## src/rtl/rvj1_ifu.sv

```systemverilog
// Instruction fetch unit: sequential prefetch from the last redirect target into a
// small in-order buffer; responses still in flight at a redirect are dropped by order.
module rvj1_ifu #(
    parameter int FIFO_DEPTH = 2,
    parameter int XLEN       = 32
) (
    input  logic            clk_i,
    input  logic            rst_i,
    input  logic            jmp_addr_valid_i,
    input  logic [XLEN-1:0] jmp_addr_i,
    input  logic            stall_i,
    output logic            imem_req_o,
    output logic [XLEN-1:0] imem_addr_o,
    input  logic            imem_gnt_i,
    input  logic            imem_rvalid_i,
    input  logic [XLEN-1:0] imem_rdata_i,
    output logic [XLEN-1:0] instr_o,
    output logic [XLEN-1:0] instr_addr_o,
    output logic            instr_valid_o,
    output logic            instr_issued_o,
    output logic            dbg_state_o
);
    // Handshakes: a request transfers on a cycle with imem_req_o && imem_gnt_i, a response
    // on each imem_rvalid_i cycle (in order), and an instruction on instr_valid_o && ~stall_i.
    localparam int CW = $clog2(FIFO_DEPTH + 1);
    localparam int PW = $clog2(FIFO_DEPTH);

    typedef enum logic {IDLE = 1'b0, FETCH = 1'b1} state_e;

    state_e          state_q, state_d;
    logic            fetch_en;
    logic [XLEN-1:0] fetch_addr_q, fetch_addr_d;
    logic [XLEN-1:0] resp_addr_q, resp_addr_d;
    logic [CW-1:0]   live_q, live_d;
    logic [CW-1:0]   discard_q, discard_d;
    logic [CW-1:0]   count_q, count_d;
    logic [PW-1:0]   rd_ptr_q, rd_ptr_d;
    logic [PW-1:0]   wr_ptr_q, wr_ptr_d;
    logic [XLEN-1:0] data_q [FIFO_DEPTH];
    logic [XLEN-1:0] addr_q [FIFO_DEPTH];
    logic            gnt_fire;
    logic            rsp_live;
    logic            rsp_stale;
    logic            push;
    logic            pop;

    always_ff @(posedge clk_i) begin
        if (rst_i) begin
            state_q <= IDLE;
        end else begin
            state_q <= state_d;
        end
    end

    always_comb begin
        state_d = state_q;
        case (state_q)
            IDLE:    if (jmp_addr_valid_i) state_d = FETCH;
            FETCH:   state_d = FETCH;
            default: state_d = IDLE;
        endcase
    end

    always_comb begin
        fetch_en    = (state_q == FETCH);
        dbg_state_o = fetch_en;
    end

    always_comb begin
        imem_req_o     = fetch_en && !jmp_addr_valid_i
                         && ((int'(count_q) + int'(live_q)) < FIFO_DEPTH);
        imem_addr_o    = fetch_addr_q;
        instr_valid_o  = (count_q != '0) && !jmp_addr_valid_i;
        instr_issued_o = instr_valid_o && !stall_i;
        instr_o        = data_q[rd_ptr_q];
        instr_addr_o   = addr_q[rd_ptr_q];
        gnt_fire       = imem_req_o && imem_gnt_i;
        rsp_stale      = imem_rvalid_i && (discard_q != '0);
        rsp_live       = imem_rvalid_i && (discard_q == '0);
        push           = rsp_live && !jmp_addr_valid_i;
        pop            = instr_issued_o;
    end

    // Live responses return in request order, so their address is just a second
    // sequential pointer restarted at the redirect target.
    always_comb begin
        fetch_addr_d = fetch_addr_q;
        resp_addr_d  = resp_addr_q;
        live_d       = live_q;
        discard_d    = discard_q;
        count_d      = count_q;
        rd_ptr_d     = rd_ptr_q;
        wr_ptr_d     = wr_ptr_q;
        if (jmp_addr_valid_i) begin
            fetch_addr_d = {jmp_addr_i[XLEN-1:2], 2'b00};
            resp_addr_d  = {jmp_addr_i[XLEN-1:2], 2'b00};
            live_d       = '0;
            discard_d    = discard_q + live_q - CW'(imem_rvalid_i);
            count_d      = '0;
            rd_ptr_d     = '0;
            wr_ptr_d     = '0;
        end else begin
            if (gnt_fire) fetch_addr_d = fetch_addr_q + XLEN'(4);
            live_d    = live_q + CW'(gnt_fire) - CW'(rsp_live);
            discard_d = discard_q - CW'(rsp_stale);
            if (push) begin
                resp_addr_d = resp_addr_q + XLEN'(4);
                wr_ptr_d    = wr_ptr_q + PW'(1);
            end
            if (pop) rd_ptr_d = rd_ptr_q + PW'(1);
            count_d = count_q + CW'(push) - CW'(pop);
        end
    end

    always_ff @(posedge clk_i) begin
        if (rst_i) begin
            fetch_addr_q <= '0;
            resp_addr_q  <= '0;
            live_q       <= '0;
            discard_q    <= '0;
            count_q      <= '0;
            rd_ptr_q     <= '0;
            wr_ptr_q     <= '0;
            for (int i = 0; i < FIFO_DEPTH; i++) begin
                data_q[i] <= '0;
                addr_q[i] <= '0;
            end
        end else begin
            fetch_addr_q <= fetch_addr_d;
            resp_addr_q  <= resp_addr_d;
            live_q       <= live_d;
            discard_q    <= discard_d;
            count_q      <= count_d;
            rd_ptr_q     <= rd_ptr_d;
            wr_ptr_q     <= wr_ptr_d;
            if (push) begin
                data_q[wr_ptr_q] <= imem_rdata_i;
                addr_q[wr_ptr_q] <= resp_addr_q;
            end
        end
    end

    fifo_no_overflow: assert property (@(posedge clk_i) disable iff (rst_i)
        !(push && (int'(count_q) == FIFO_DEPTH) && !pop));

endmodule

```

## config.mk

```make
export PLATFORM = sky130hd
export DESIGN_NAME = rvj1_ifu
export DESIGN_NICKNAME = d
export VERILOG_FILES = /design/src/rtl/rvj1_ifu.sv
export SDC_FILE = /design/constraint.sdc
export NUM_CORES = 1
export LEC_CHECK = 0
export CORE_MARGIN = 4
export CORE_UTILIZATION = 59
export CTS_BUF_LIST = sky130_fd_sc_hd__clkbuf_4
export DETAILED_ROUTE_END_ITERATION = 8
export GPL_TIMING_DRIVEN = 0
export HOLD_SLACK_MARGIN = 0.06
export PLACE_DENSITY = 0.89
export SLEW_MARGIN = 20
export SYNTH_ARGS = -nofsm -noshare
export SYNTH_HDL_FRONTEND = slang
export SYNTH_SLANG_ARGS = --single-unit
```

## constraint.sdc

```tcl
create_clock -name clk_i -period 11.5 [get_ports clk_i]
set_clock_uncertainty 0.05 [all_clocks]
set_input_delay 2.3 -clock clk_i [delete_from_list [all_inputs] [get_ports clk_i]]
set_output_delay 2.3 -clock clk_i [all_outputs]
set_load 0.03 [all_outputs]
```

==> reports/metrics.csv <==
stage,metric,value,unit
timing,slew_headroom,32.68,%
cts,cts_num_sinks,194,
floorplanning,ios,170,
drt,avgViaCountPerCell,5.651,
global_route,grt.total_usage,24.75,%
power,p_per_area,127.9,nW/um2
yosys,yosysWarnings,0,
yosys,synth.distinct_cells,53,
cts,clock_path_buffers,2,
drt,detail-route-antenna-nets,0,
floorplanning,core,15260,um2
power,vdd_drop_max,0.06889,mV
yosys,synth_area_leaders,"edfxtp_1 (40%), dfxtp_1 (15%), and2_1 (8.8%), mux2_2 (7.8%), xor2_1 (2.6%)",
placement,hpwl,15930,um
timing,hold_viol,0,
critical_path,cp.arrival,4.62,ns
global_route,grt_most_used_layer,met2,
power,total_leakage_power,4.313,nW
yosys,synthCells,804,
critical_path,crit_type,input port to output pin,
min_path,min_path_type,flip-flop to flip-flop,
yosys,ys_seq_area_share,55.43,%
floorplanning,die_h,133.2,um
timing,finalSetupViolCount,0,
yosys,yosys.area.top_type,edfxtp_1,
critical_path,cp_slowest_stage_delay,0.61,ns
yosys,syn_avg_cell_area,11.50,um2
timing,drv_slew,0,
cts,numCtsBuffers,17,
timing,final.period_utilization,60.61,%
floorplanning,dieArea,17740,um2
finish,area_growth,24.94,%
cts,ctsHoldBuffers,0,
drt,wirelength,21900,um
drt,drc,0,
cts,cts_tree,yes,
critical_path,required,9.15,ns
yosys,synth_seq_cells,194,
critical_path,worstSetupStartpointType,input port,
yosys,ys.flop_type,edfxtp_1,
yosys,yosysMostFrequentCell,and2_1,
global_route,grt_antenna_before_repair,0,
placement,gp_congestion,0.9652,
cts,htree_num_levels,4,
global_route,met3_usage,4.721,%
cts,root_buffer,clkbuf_4,
yosys,synth.top_cell.area_share,40.27,%
global_route,grt_pass1_vias,6857,
finish,n_antenna_cell,0,
critical_path,slowest_stage,clkdlybuf4s50_1,
finish,drive_above_1_share,12.72,%
critical_path,rrSetupSlack,8.21,ns
placement,placed_area,11280,um2
global_route,grt_util_met2,39.02,%
critical_path,cp_common_cell,clkdlybuf4s50_1,
status,status,"complete, no violations",
power,fin_total_pwr,1.478,mW
timing,finalCriticalPeriod,6.970,ns
global_route,grt.met1_usage,33.99,%
cts,cts_resized,0,
timing,worst_slew_pin_slew,1.002,ns
cts,clkTransAtPathRegs,0.14,ns
yosys,async_reset_ff_share,0,%
timing,tns,0,ns
global_route,grt_overflow,0,
yosys,synth_common_cells,"and2_1 (130), edfxtp_1 (124), dfxtp_1 (70)",
global_route,grt_max_degree,47,
yosys,synth_edf_count,124,
floorplanning,die_x,133.2,um
timing,fin_hold_ws,0.4527,ns
global_route,grt_pass1_wl,34980,um
finish,finalNetCount,1073,
yosys,synthesis.area,9246,um2
critical_path,cp_cell_sequence,clkdlybuf4s50_1 -> clkbuf_1 -> buf_1 -> nor2_1 -> clkdlybuf4s50_1,
floorplanning,start_util,60.60,%
finish,design_area,11550,um2
placement,portBuffers,163,
timing,fmax,143.5,MHz
placement,dp_slack,4.590,ns
drt,first_pass_iters,5,
critical_path,cp_max_fo,10,
critical_path,endpoint_kind,output pin,
drt,vias,6877,
critical_path,r2r_cells,12,
drt,drtIter0Drc,676,
job,maxCapViolations,0,
cts,post_cts_buffers,0,
floorplanning,rows,45,
timing,rsz0062_at_grt,false,
cts,clk_latency,0.57,ns
timing,setup_slack,4.530,ns
drt,wire_per_inst,17.99,um
finish,fillerInstances,1014,
min_path,worstHoldPathCells,2,
where the power goes:
group          switching [mW]  internal (mW)
registers              0.0321          0.793
clock network           0.226          0.130
logic                   0.162          0.135
total                   0.420           1.06
cell type report:
type                       count  area, um2  area share (%)
clock inverter                14      140.1           1.213
multi-input combinational    540       3822           33.09
buffer                        50      237.7           2.058
tap                          211      264.0           2.285
sequential                   194       5125           44.36
timing repair buffer         167       1742           15.08
clock buffer                  18      135.1           1.170
inverter                      23      86.33          0.7473
worst max-delay path: cells and delay by family:
kind	cells	cell delay, ns
buf+inv	4	2.22
simple gates	1	0.10
routing by layer:
layer | wire, um | up-vias
li1 | - | 3238
met1 | 9489 | 3248
met2 | 10010 | 349
met3 | 1859 | 42
met4 | 537 | 0
met5 | 0 | -
path summary, 6_finish.rpt:
kind	start	to
max	jmp_addr_valid_i	instr_valid_o
min	dbg_state_o	dbg_state_o
max reg2reg	live_q[0]	live_q[1]
min reg2reg	dbg_state_o	dbg_state_o
kinds of logic (layout without fill, tap and decap cells):
logic type / count (synthesis) / after routing / share of synthesized area, %
and+or+nand+nor: 306 / 306 / 19.53
DFF: 194 / 194 / 55.43
AOI/OAI and AO/OA: 102 / 102 / 7.131
buffers and inverters: 73 / 272 / 3.505
muxes: 66 / 66 / 8.011
xor gates and xnor gates: 52 / 52 / 4.926
adders and majority gates: 10 / 10 / 1.434
other: 1 / 4 / 0.04056
placed cells by master (no fill, tap or decap), types with 4 or more instances in the layout:
cell type	instances
nand2_1	35
clkbuf_4	18
dfxtp_1	70
inv_1	22
nor3_1	9
xor2_1	27
a21boi_0	14
edfxtp_1	124
o21ai_0	5
xnor2_1	25
nand4_1	19
nor4_1	6
and4_1	6
a31oi_1	13
and2_1	130
o211ai_1	5
a211oi_1	7
clkdlybuf4s50_1	163
nor2_1	43
a21oi_1	28
mux2_2	64
or3_1	6
conb_1	4
a21o_1	6
clkbuf_1	33
and3_1	10
buf_16	4
o22ai_1	9
ha_1	9
buf_4	8
buf_2	4
nand4_2	5
nand3_1	23
per-stage QoR:
step | utilization (%) | instances
finish | 75.71 | 1217
CTS | 75.71 | 1217
floorplan | - | 807
detailed placement | 73.91 | 1185
global placement | 73.10 | 1181
global route | 75.71 | 1217
registers in the layout, indices dropped and copies added, names as in the netlist, named ones only:
signal and flops:
count_q 2, imem_addr_o 30, rd_ptr_q 1, wr_ptr_q 1
addr_q 60, live_q 2, dbg_state_o 1, discard_q 2
resp_addr_q 30, data_q 64
Note: power is estimated with default switching activity, not from simulation.
